<file path="src/rtl/shift_unit_arbiter.sv">
`default_nettype none
// +----------------------------------------------------------------------------+
// | Module   : shift_unit_arbiter (with v_left_shifter)                         |
// | Brief    : Round-robin sharing of one left barrel shifter between two       |
// |            requesters; SLL/SRL in one pass, SRA/ROTL in two passes.          |
// | Revision : 1.0                                                              |
// +----------------------------------------------------------------------------+

module v_left_shifter (
    input  logic [31:0] i_a,
    input  logic [4:0]  i_shamt,
    output logic [31:0] o_y
);
    logic [31:0] w_stage [0:5];

    assign w_stage[0] = i_a;

    for (genvar k = 0; k < 5; k++) begin : g_stage
        assign w_stage[k+1] = i_shamt[k] ? (w_stage[k] << (32'd1 << k)) : w_stage[k];
    end

    assign o_y = w_stage[5];
endmodule

module shift_unit_arbiter #(
    parameter logic RR_INIT = 1'b0
) (
    input  logic        clk,
    input  logic        reset,
    input  logic        req0,
    input  logic [1:0]  op0,
    input  logic [31:0] a0,
    input  logic [4:0]  shamt0,
    input  logic        req1,
    input  logic [1:0]  op1,
    input  logic [31:0] a1,
    input  logic [4:0]  shamt1,
    output logic        gnt0,
    output logic        gnt1,
    output logic [31:0] y,
    output logic        done,
    output logic        done_id,
    input  logic        ack
);
    localparam logic [1:0] c_OP_SLL  = 2'b00;
    localparam logic [1:0] c_OP_SRL  = 2'b01;
    localparam logic [1:0] c_OP_SRA  = 2'b10;

    typedef enum logic [1:0] {
        S_IDLE = 2'd0,
        S_P1   = 2'd1,
        S_P2   = 2'd2,
        S_DONE = 2'd3
    } state_t;

    state_t      r_state;
    logic        r_rr;
    logic [1:0]  r_op;
    logic [31:0] r_a;
    logic [4:0]  r_s;
    logic        r_id;
    logic [31:0] r_temp;
    logic [31:0] r_y;
    logic        r_done;
    logic        r_done_id;

    logic        w_idle;
    logic        w_gnt0;
    logic        w_gnt1;
    logic        w_right;
    logic [31:0] w_sh_in;
    logic [4:0]  w_sh_amt;
    logic [31:0] w_sh_out;
    logic [31:0] w_sh_rev;
    logic [31:0] w_p1;
    logic [31:0] w_p2;

    function automatic logic [31:0] rev(input logic [31:0] v);
        logic [31:0] r;
        for (int i = 0; i < 32; i++) r[i] = v[31-i];
        return r;
    endfunction

    // Contention is resolved by r_rr: 0 favours requester 0, 1 favours requester 1.
    assign w_idle = (r_state == S_IDLE) && !reset;
    assign w_gnt0 = w_idle && req0 && (!req1 || !r_rr);
    assign w_gnt1 = w_idle && req1 && (!req0 ||  r_rr);
    assign gnt0   = w_gnt0;
    assign gnt1   = w_gnt1;

    assign w_right = r_op[0] ^ r_op[1];

    // Second pass: SRA shifts all-ones to build the sign mask, ROTL brings in the wrapped bits.
    always_comb begin
        w_sh_in  = r_a;
        w_sh_amt = r_s;
        if (r_state == S_P2) begin
            if (r_op == c_OP_SRA) begin
                w_sh_in = '1;
            end else begin
                w_sh_in  = rev(r_a);
                w_sh_amt = 5'd0 - r_s;
            end
        end else if (w_right) begin
            w_sh_in = rev(r_a);
        end
    end

    v_left_shifter u_shifter (
        .i_a     (w_sh_in),
        .i_shamt (w_sh_amt),
        .o_y     (w_sh_out)
    );

    assign w_sh_rev = rev(w_sh_out);
    assign w_p1     = w_right ? w_sh_rev : w_sh_out;

    always_comb begin
        w_p2 = '0;
        if (r_op == c_OP_SRA) begin
            w_p2 = r_temp | (r_a[31] ? ~w_sh_rev : 32'd0);
        end else begin
            w_p2 = (r_s == 5'd0) ? r_a : (r_temp | w_sh_rev);
        end
    end

    always_ff @(posedge clk) begin
        if (reset) begin
            r_state   <= S_IDLE;
            r_rr      <= RR_INIT;
            r_op      <= '0;
            r_a       <= '0;
            r_s       <= '0;
            r_id      <= 1'b0;
            r_temp    <= '0;
            r_y       <= '0;
            r_done    <= 1'b0;
            r_done_id <= 1'b0;
        end else begin
            case (r_state)
                S_IDLE: begin
                    if (w_gnt0 || w_gnt1) begin
                        r_op    <= w_gnt1 ? op1    : op0;
                        r_a     <= w_gnt1 ? a1     : a0;
                        r_s     <= w_gnt1 ? shamt1 : shamt0;
                        r_id    <= w_gnt1;
                        r_state <= S_P1;
                        if (req0 && req1) r_rr <= ~r_rr;
                    end
                end
                S_P1: begin
                    if (r_op == c_OP_SLL || r_op == c_OP_SRL) begin
                        r_y       <= w_p1;
                        r_done    <= 1'b1;
                        r_done_id <= r_id;
                        r_state   <= S_DONE;
                    end else begin
                        r_temp  <= w_p1;
                        r_state <= S_P2;
                    end
                end
                S_P2: begin
                    r_y       <= w_p2;
                    r_done    <= 1'b1;
                    r_done_id <= r_id;
                    r_state   <= S_DONE;
                end
                S_DONE: begin
                    if (ack) begin
                        r_done  <= 1'b0;
                        r_state <= S_IDLE;
                    end
                end
                default: r_state <= S_IDLE;
            endcase
        end
    end

    assign y       = r_y;
    assign done    = r_done;
    assign done_id = r_done_id;
endmodule
`default_nettype wire

</file>
<file path="config.mk">
export PLATFORM = sky130hd
export DESIGN_NAME = shift_unit_arbiter
export DESIGN_NICKNAME = d
export VERILOG_FILES = /design/src/rtl/shift_unit_arbiter.sv
export SDC_FILE = /design/constraint.sdc
export NUM_CORES = 1
export LEC_CHECK = 0
export ABC_AREA = 1
export CAP_MARGIN = 20
export CORE_MARGIN = 10
export CORE_UTILIZATION = 45
export CTS_BUF_LIST = sky130_fd_sc_hd__clkbuf_16
export CTS_CLUSTER_SIZE = 40
export DETAILED_ROUTE_END_ITERATION = 7
export DONT_BUFFER_PORTS = 1
export PLACE_DENSITY = 0.69
export RECOVER_POWER = 25
export SLEW_MARGIN = 20
export SYNTH_ARGS = -nofsm -noshare
export SYNTH_HDL_FRONTEND = slang
export SYNTH_SLANG_ARGS = --single-unit
</file>
<file path="constraint.sdc">
create_clock -name clk -period 5.55 [get_ports clk]
set_input_delay 0.555 -clock clk [delete_from_list [all_inputs] [get_ports clk]]
set_output_delay 0.555 -clock clk [all_outputs]
set_load 0.02 [all_outputs]
</file>
==> impl_results.md, run 1 <==
* Primary FF master, synth: dfxtp_1
* CTS clock-pin slew for the worst setup and hold paths at around 0.080 ns
* Final wirelength at between 20 and 30 mm
* Synth Warn # at 0
* Post-synthesis mux area share at 0%
* Reg2reg start: r_s[0]
* Peak VDD IR at around 370 µV
* Simple-gate share of the synthesized area at a little under half
* Area growth syn-to-layout at 2.27%
* Cell mode on critical path: inv_1
* Synth Area in Adders at approximately 1.4%
* Largest net degree at the start of global routing at 83
* Reg2Reg Setup Slack at approximately 1.5 ns
* Vias post-DR at roughly 9,800
* Critical Path Sink Type: flip-flop
* DR pass1 iterations at 8
* Grt ovf at 0
* Pwr dens at 688 nW/µm²
* CTS Sinks at roughly 110
* Row count at 51
* Synth top area share at 24.4%
* Residual DRC at 0
* Syn Std Cell Area at just under 9000 µm²
* Slew Limit Fails at 56
* Synthesized area per cell at just under 6 µm²
* Multi-input combinational cell area at 5610 µm²
* Synthesized Nets at ~1,600
* Ys async rst share at 0%
* Tmin final at 4.01 ns
* Clk root buf: clkbuf_16
* Via density per instance at 5.73
* Peak Freq at around 0.25 GHz
* CP Launch Type: flip-flop
* Post-synthesis xor/xnor area fraction at less than 1%
* RSZ-0062 raised after global routing: no
* Fin Hold WS at approximately 0.25 ns
* Final std cells w/o fill at 1,701
* Main combinational cell family by area after synthesis: simple AND/OR/NAND/NOR gates
* Starting Density at between 40 and 50%
* Die footprint at between 20,000 and 30,000 µm²
* Vias in the first global route at 9,094
* Die Wd at about 160 µm
* Final ANT Viol Nets at 0
* Storage cell area at 2180 µm²
* GRT Total Usage at a little under a quarter
* Setup Viol. Count Final at 0
* Slew @ Worst Pin at 2.27 ns
* #FFs+latches synth at between 100 and 150
* Clock latency on the worst-skew pair at 0.37 ns
* Crit Path Max Fanout at 34
* Post-CTS Resized at 0
* Num ports at 119
* Setup WS post-layout at approximately 1.5 ns
* Slowest Stage Delay on Critical Path at between 0.7 and 0.8 ns
* Yosys cell types at 39
* Buf/Inv on CP at 5
* Routability-driven placement congestion ratio at between 0.9 and 1
* # Max-Cap Violations at 1
* Compound-cell area share of the yosys netlist at around 14%
* Largest area contributor in the netlist: dfxtp_1
* Hpwl dp at roughly 21 mm
* Setup TNS at 0 ns
* Final hold viol count at 0
* H-tree depth at 3
* Skew final at ~0.0099 ns
* CTS tree: done
* Cell count after synthesis at ~1,500
* Req. time, crit path at just under 6 ns
* Outcome: finished, violations left
* Hold-fix buffers, CTS at 0
* Data arrival, critical path at 4.26 ns
* Filler cells at 2,149
* Post-CTS Setup Repair Bufs at 0
* Share of layout cells above drive strength 1 at under 10%
* Area contributors post-synth: dfxtp_1, nand3_1, nand2_1, inv_1, a21oi_1
* Period utilization at roughly 72%
* Failing checks: capacitance limit, slew limit
* WS Path Type: reg -> reg
* Drt initial violations at about 1,100
* CTS Buf Count at 9
* Seq/Total Area, Yosys at 24.4%
* Dominant delay contributor by cell family on the critical path: buffers and inverters
* Die H at 161 µm
* Slew Limit Headroom at -51.1%
* Antenna violations before repair at 0
* Fin nets at about 1,500
* EDFF count, synth at 0
* Placed Cells at around 1,700
* Hold_sp: reset
* Count of input and output buffers at 0
* WL/cell at around 17 µm
* Hold Crit Class: in -> reg
* Crit-path cells: buf_4, clkinv_2, ha_1, inv_1, nor3_1, ha_2, o21ai_2, inv_2, nand3_2, nand3_1, o21ai_1, nand2_1, o211ai_1, inv_1
* DP Worst Slack at 1.69 ns
* Final core occ at between 40% and 50%
* Ant diodes at 0
* Lkg Pwr at 4.38 nW
* Slowest-stage cell, CP: o21ai_2
* CP startpoint: r_s[0]
* Core Area at 19,500 µm²
* Deepest clock path buffer count at 2
* First-pass GRT wire length at around 49 mm
Yosys cell counts, types with 11 or more instances:
cell type    n
nand3_1    409
nand2_1    382
inv_1      148
dfxtp_1    109
a21oi_1    102
nor2_1      68
clkbuf_1    52
o211ai_1    49
o21ai_0     48
buf_2       22
nand3_2     21
buf_4       11
buf_6       11
cell families (layout without fill, tap and decap cells):
family / Yosys count / in the layout
compound gates: 218 / 218
xor+xnor: 2 / 2
fa+ha+maj: 10 / 10
buf+inv: 269 / 191
flops: 109 / 109
simple gates: 906 / 906
path summary, 6_finish.rpt:
kind	endpoint	depth (start not counted)
worst max-delay path	r_temp[30]	14
worst min-delay path	r_state[0]	1
worst max register to register	r_temp[30]	14
worst min register to register	r_state[0]	2
power breakdown:
| part | switching (W) | internal (W) |
|---|---|---|
| Clock | 0.000332 | 0.000358 |
| Combinational | 0.00307 | 0.00130 |
| Sequential | 0.000258 | 0.000974 |
| Total | 0.00366 | 0.00263 |
cells in the final DEF, fill, tap and decap left out, types with 9 or more instances in the layout:
master and n:
nand3_2 21, dfxtp_1 108, nor2_1 68, inv_1 148, o211ai_1 49, a21oi_1 101
nand4_1 9, inv_2 11, o21ai_0 47, nand3_1 409, ha_1 9, nand2_1 382
buf_4 12, clkbuf_16 9
final cells by class:
class / count / share of cell area [%]
clock buffers: 9 / 2.46
clock inverters: 7 / 0.930
inverters: 162 / 6.77
multi-input cells: 1136 / 61.3
flip-flops and latches: 109 / 23.9
well taps: 265 / 3.62
repair buffers: 13 / 1.03
worst reg2reg max path: cells and delay by family, from the launching register on:
family	cells	cell delay (ns)
compound gates	3	1.04
fa+ha+maj	2	0.66
flops	1	0.31
simple gates	4	0.49
buf+inv	5	1.41
flip-flops by register name (all words and copies together), names as in the netlist:
name	count
r_a	32
r_temp	32
y	32
r_s	5
r_op	2
r_state	2
done	1
done_id	1
r_id	1
r_rr	1
per-stage QoR:
stage               power [W]  area (µm²)
floorplan             0.00462        8950
global placement      0.00549        8840
detailed placement    0.00553        8840
CTS                   0.00624        9160
global route          0.00691        9150
finish                0.00629        9150
layer usage:
layer | track usage [%] | wire, µm | up-vias
met2 | 38.0 | 14000 | 393
met1 | 28.1 | 12500 | 4426
met5 | 0 | 0 | -
met3 | 3.30 | 1870 | 66
li1 | - | - | 4870
met4 | 9.68 | 1160 | 0
(Power assumes the default switching activity.)
==> run 2: changes to the inputs <==
PLACE_DENSITY = 0.71   (was 0.69)
clock period = 3.6 ns   (was 5.55 ns; I/O delays follow)
==> impl_results.md, run 2 (synthesis gave the netlist of run 1 again) <==
* Outcome: finished, final reports clean (was finished, violations left)
* Clk root buf: clkbuf_16 (unchanged)
* Post-CTS Setup Repair Bufs at 0 (unchanged)
* Skew final at 0.0100 ns (was 0.00991 ns)
* Largest net degree at the start of global routing at 80 (was 83)
* CTS clock-pin slew for the worst setup and hold paths at 0.07 ns (was 0.08 ns)
* CTS Sinks at 109 (unchanged)
* Crit Path Max Fanout at 33 (was 34)
* Buf/Inv on CP at 4 (was 5)
* Setup TNS at 0 ns (unchanged)
* Period utilization at 87.8% (was 72.3%)
* First-pass GRT wire length at 49.1 mm (was 48.6 mm)
* Fin Hold WS at 0.0495 ns (was 0.247 ns)
* Ant diodes at 0 (unchanged)
* Most common cell after layout, fill and taps aside: nand3_1 (unchanged)
* Final ANT Viol Nets at 0 (unchanged)
* Die H at 161 µm (unchanged)
* Hold-fix buffers, CTS at 0 (unchanged)
* Final core occ at 47.3% (was 46.9%)
* Via density per instance at 5.74 (was 5.73)
* Peak VDD IR at 415 µV (was 369 µV)
* Core Area at 19,500 µm² (unchanged)
* DR pass1 iterations at 6 (was 8)
* Starting Density at 45.8% (unchanged)
* WS Path Type: reg -> reg (unchanged)
* Residual DRC at 0 (unchanged)
* Req. time, crit path at 3.87 ns (was 5.80 ns)
* Hold Crit Class: in -> reg (unchanged)
* H-tree depth at 3 (unchanged)
* Storage cell area at 2180 µm² (about the same)
* CP Launch Type: flip-flop (unchanged)
* Row count at 51 (unchanged)
* Slew Limit Headroom at 29.4% (was -51.1%)
* Die footprint at 25,900 µm² (unchanged)
* Final wirelength at 30.5 mm (was 29.6 mm)
* GRT Total Usage at 23.0% (was 22.6%)
* # Max-Cap Violations at 0 (was 1)
* Slowest Stage Delay on Critical Path at 0.44 ns (was 0.76 ns)
* Vias post-DR at 9,814 (was 9,755)
* Peak Freq at 0.317 GHz (was 0.249 GHz)
* Filler cells at 2,099 (was 2,149)
* Most frequent cells in the layout: nand3_1, nand2_1, inv_1 (unchanged)
* Slew @ Worst Pin at 1.06 ns (was 2.27 ns)
* Crit-path cells: inv_1, ha_1, inv_4, nor2_8, buf_4, nand2_1, nand3_1, nand3_1, nand3_1, nand3_1, nand3_1, nand3_1, a21oi_1, nand3_1, nand2_1, inv_1 (was buf_4, clkinv_2, ha_1, inv_1, nor3_1, ha_2, o21ai_2, inv_2, nand3_2, nand3_1, o21ai_1, nand2_1, o211ai_1, inv_1)
* Drt initial violations at 1,244 (was 1,110)
* Post-CTS Resized at 0 (unchanged)
* Cell mode on critical path: nand3_1 (was inv_1)
* Slew Limit Fails at 0 (was 56)
* Antenna violations before repair at 0 (unchanged)
* Dominant delay contributor by cell family on the critical path: simple AND/OR/NAND/NOR gates (was buffers and inverters)
* WL/cell at 17.8 µm (was 17.4 µm)
* Total Power at 0.00982 W (was 0.00629 W)
* Lkg Pwr at 4.44 nW (was 4.38 nW)
* CTS Buf Count at 9 (unchanged)
* Multi-input combinational cell area at 5610 µm² (about the same)
* Final hold viol count at 0 (unchanged)
* Hpwl dp at 22.0 mm (was 21.3 mm)
* Slowest-stage cell, CP: ha_1 (was o21ai_2)
* CTS tree: done (unchanged)
* Num ports at 119 (unchanged)
* Area growth syn-to-layout at 3.24% (was 2.27%)
* Setup Viol. Count Final at 0 (unchanged)
* Share of layout cells above drive strength 1 at 6.71% (was 6.20%)
* Vias in the first global route at 9,077 (was 9,094)
* Count of input and output buffers at 0 (unchanged)
* Grt ovf at 0 (unchanged)
* Fin nets at 1,535 (was 1,524)
* Die Wd at 161 µm (unchanged)
* Critical Path Sink Type: flip-flop (unchanged)
* Data arrival, critical path at 3.43 ns (was 4.26 ns)
* Tmin final at 3.16 ns (was 4.01 ns)
* Pwr dens at 1060 nW/µm² (was 688 nW/µm²)
* Clock latency on the worst-skew pair at 0.37 ns (about the same)
* RSZ-0062 raised after global routing: no (unchanged)
* Routability-driven placement congestion ratio at 1.04 (was 0.954)
* Deepest clock path buffer count at 2 (unchanged)
-- run 2: through the flow --
| stage | instances | area [µm²] | setup WS, ns |
|---|---|---|---|
| 4_1_cts | 1711 | 9240 | 0.483 |
| 3_5_place_dp | 1696 | 8950 | 0.535 |
| 2_1_floorplan | 1514 | 8950 | 1.09 |
| 6_report | 1711 | 9240 | 0.440 |
| 5_1_grt | 1711 | 9240 | 0.150 |
| 3_3_place_gp | 1696 | 8950 | 0.587 |
-- run 2: power breakdown --
group | internal [W] | switching, W
clock network | 0.000537 | 0.000484
registers | 0.00150 | 0.000369
logic | 0.00208 | 0.00484
total | 0.00412 | 0.00570
-- run 2: area by class of cell --
| class | count | share of cell area [%] |
|---|---|---|
| Clock buffer | 9 | 2.44 |
| Clock inverter | 6 | 0.704 |
| Sequential cell | 109 | 23.6 |
| Multi-Input combinational cell | 1136 | 60.7 |
| Tap cell | 265 | 3.59 |
| Timing Repair Buffer | 24 | 2.22 |
| Inverter | 162 | 6.70 |
-- run 2: worst reg2reg max path, delay by kind of cell (launching register included) --
kind	cells	cell delay (ns)
compound gates	1	0.14
fa+ha+maj	1	0.44
buf+inv	4	0.74
flops	1	0.34
simple gates	10	1.39
-- run 2: final timing paths --
path	from	to	slack, ns	depth (start not counted)
worst max-delay path	r_state[0]	y[3]	0.44	16
worst min-delay path	reset	done	0.05	1
worst max register to register	r_state[0]	y[3]	0.44	16
worst min register to register	r_state[0]	r_state[0]	0.51	2
-- run 2: metal layers --
| metal | GRT usage [%] | part of all wire [%] | vias to the layer above | wire, µm |
|---|---|---|---|---|
| li1 | - | - | 4894 | - |
| met1 | 29.5 | 42 | 4417 | 12900 |
| met2 | 37.0 | 46 | 428 | 14100 |
| met3 | 4.47 | 7.2 | 75 | 2180 |
| met4 | 9.64 | 4.2 | 0 | 1280 |
| met5 | 0 | 0 | - | 0 |
==> run 3: changes to the inputs <==
GPL_TIMING_DRIVEN = 0   (was unset)
==> impl_results.md, run 3 (synthesis gave the netlist of run 1 again) <==
* Most common cell after layout, fill and taps aside: nand3_1 (unchanged)
* Final wirelength at 36.7 mm (was 30.5 mm)
* WL/cell at 20.5 µm (was 17.8 µm)
* Hold Crit Class: in -> reg (unchanged)
* Reg power frac at 17.9% (was 19.0%)
* Sw frac at 59.5% (was 58.0%)
* Die H at 161 µm (unchanged)
* Peak VDD IR at 431 µV (was 415 µV)
* Combinational share of power at 72.6% (was 70.6%)
* Area growth syn-to-layout at 6.78% (was 3.24%)
* H-tree depth at 3 (unchanged)
* First-pass GRT wire length at 56.6 mm (was 49.1 mm)
* Vias post-DR at 10,476 (was 9,814)
* Residual DRC at 0 (unchanged)
* Drt initial violations at 1,117 (was 1,244)
* Starting Density at 45.8% (unchanged)
* Setup WS post-layout at 0.350 ns (was 0.440 ns)
* Most frequent cells in the layout: nand3_1, nand2_1, inv_1 (unchanged)
* Slew Limit Fails at 0 (unchanged)
* Clock latency on the worst-skew pair at 0.37 ns (about the same)
* Final ANT Viol Nets at 0 (unchanged)
* Share of layout cells above drive strength 1 at 7.46% (was 6.71%)
* Storage cell area at 2180 µm² (unchanged)
* Critical Path Sink Type: flip-flop (unchanged)
* Count of input and output buffers at 0 (unchanged)
* Ant diodes at 0 (unchanged)
* Hold-fix buffers, CTS at 0 (unchanged)
* Num ports at 119 (unchanged)
* Period utilization at 90.3% (was 87.8%)
* Setup TNS at 0 ns (unchanged)
* Antenna violations before repair at 0 (unchanged)
* Skew final at 0.00885 ns (was 0.0100 ns)
* Outcome: finished, final reports clean (unchanged)
* CTS Buf Count at 9 (unchanged)
* Multi-input combinational cell area at 5580 µm² (was 5610 µm²)
* Largest net degree at the start of global routing at 19 (was 80)
* Final core occ at 48.9% (was 47.3%)
* CTS tree: done (unchanged)
* Row count at 51 (unchanged)
* CP Launch Type: flip-flop (unchanged)
* Final hold viol count at 0 (unchanged)
* Int Pwr at 0.00422 W (was 0.00412 W)
* Die Wd at 161 µm (unchanged)
* GRT Total Usage at 27.6% (was 23.0%)
* Via density per instance at 5.84 (was 5.74)
* Tmin final at 3.25 ns (was 3.16 ns)
* Req. time, crit path at 3.85 ns (was 3.87 ns)
* Fin nets at 1,618 (was 1,535)
* RSZ-0062 raised after global routing: no (unchanged)
* Final std cells w/o fill at 1,794 (was 1,711)
* Lkg Pwr at 4.58 nW (was 4.44 nW)
* Crit Path Max Fanout at 10 (was 33)
* Deepest clock path buffer count at 2 (unchanged)
* Clk pwr share at 9.5% (was 10.4%)
* Placed Cells at 1,779 (was 1,696)
* Pwr dens at 1090 nW/µm² (was 1060 nW/µm²)
* Hpwl dp at 29.5 mm (was 22.0 mm)
* Total net switching power at 0.00620 W (was 0.00570 W)
* DP Worst Slack at 0.249 ns (was 0.535 ns)
* Filler cells at 2,120 (was 2,099)
* Routability-driven placement congestion ratio at 1.01 (was 1.04)
* Core Area at 19,500 µm² (unchanged)
* Grt ovf at 0 (unchanged)
* WS Path Type: reg -> reg (unchanged)
* Vias in the first global route at 9,847 (was 9,077)
* CTS clock-pin slew for the worst setup and hold paths at 0.08 ns (was 0.07 ns)
* # Max-Cap Violations at 0 (unchanged)
* DR pass1 iterations at 6 (unchanged)
* CTS Sinks at 109 (unchanged)
* Clk root buf: clkbuf_16 (unchanged)
* Setup Viol. Count Final at 0 (unchanged)
* Peak Freq at 0.308 GHz (was 0.317 GHz)
* Data arrival, critical path at 3.50 ns (was 3.43 ns)
* Slew @ Worst Pin at 1.30 ns (was 1.06 ns)
* Die footprint at 25,900 µm² (unchanged)
* Slew Limit Headroom at 12.7% (was 29.4%)
run 3: worst paths after layout:
path / startpoint / end / slack [ns] / depth (start not counted)
worst min-delay path: req0 / r_rr / 0.17 / 2
worst max-delay path: r_s[0] / y[29] / 0.35 / 14
worst min register to register: r_rr / r_rr / 0.52 / 2
worst max register to register: r_s[0] / y[29] / 0.35 / 14
run 3: timing repair:
action                                  CTS  global route
endpoints found under the setup margin    0             1
endpoints found under the hold margin     0             0
setup buffers                             0             0
gates resized for setup                   0             2
run 3: per-layer routing:
layer | vias to the layer above | GRT usage (%) | routed length [µm]
li1 | 5061 | - | -
met1 | 4871 | 36.9 | 16000
met2 | 483 | 43.6 | 16600
met3 | 61 | 4.30 | 2960
met4 | 0 | 10.5 | 1100
met5 | - | 0 | 0
run 3: layout make-up:
class,count,area share (%)
well taps,265,3.47
clock buffers,9,2.36
inverters,162,6.48
clock inverters,6,0.511
plain buffers,107,5.92
flip-flops and latches,109,22.8
multi-input cells,1136,58.4
run 3: power by group through the flow:
| stage | clock network (W) | logic, W | registers [W] |
|---|---|---|---|
| finish | 0.000989 | 0.00756 | 0.00186 |
| global placement | 0 | 0.00729 | 0.00189 |
| global route | 0.00104 | 0.00830 | 0.00190 |
| detailed placement | 0 | 0.00732 | 0.00189 |
| CTS | 0.00101 | 0.00735 | 0.00187 |
| floorplan | 0 | 0.00531 | 0.00180 |
run 3: critical path, stage by stage (launching register included):
cell and delay [ns]:
dfxtp_1 0.31, buf_2 0.16, clkinv_2 0.13, buf_2 0.23
ha_1 0.22, inv_1 0.11, nor3_1 0.07, ha_1 0.30
o21ai_2 0.42, buf_2 0.38, nand4_1 0.31, nand2_1 0.13
a21oi_1 0.07, nor3_1 0.22, a21oi_1 0.09
run 3: stage by stage:
step,cell area [µm²],total power (W),hold slack [ns]
floorplan,8950,0.00712,0.455
global placement,9280,0.00918,0.477
detailed placement,9290,0.00921,0.496
CTS,9560,0.0102,0.163
global route,9560,0.0112,0.202
finish,9560,0.0104,0.172
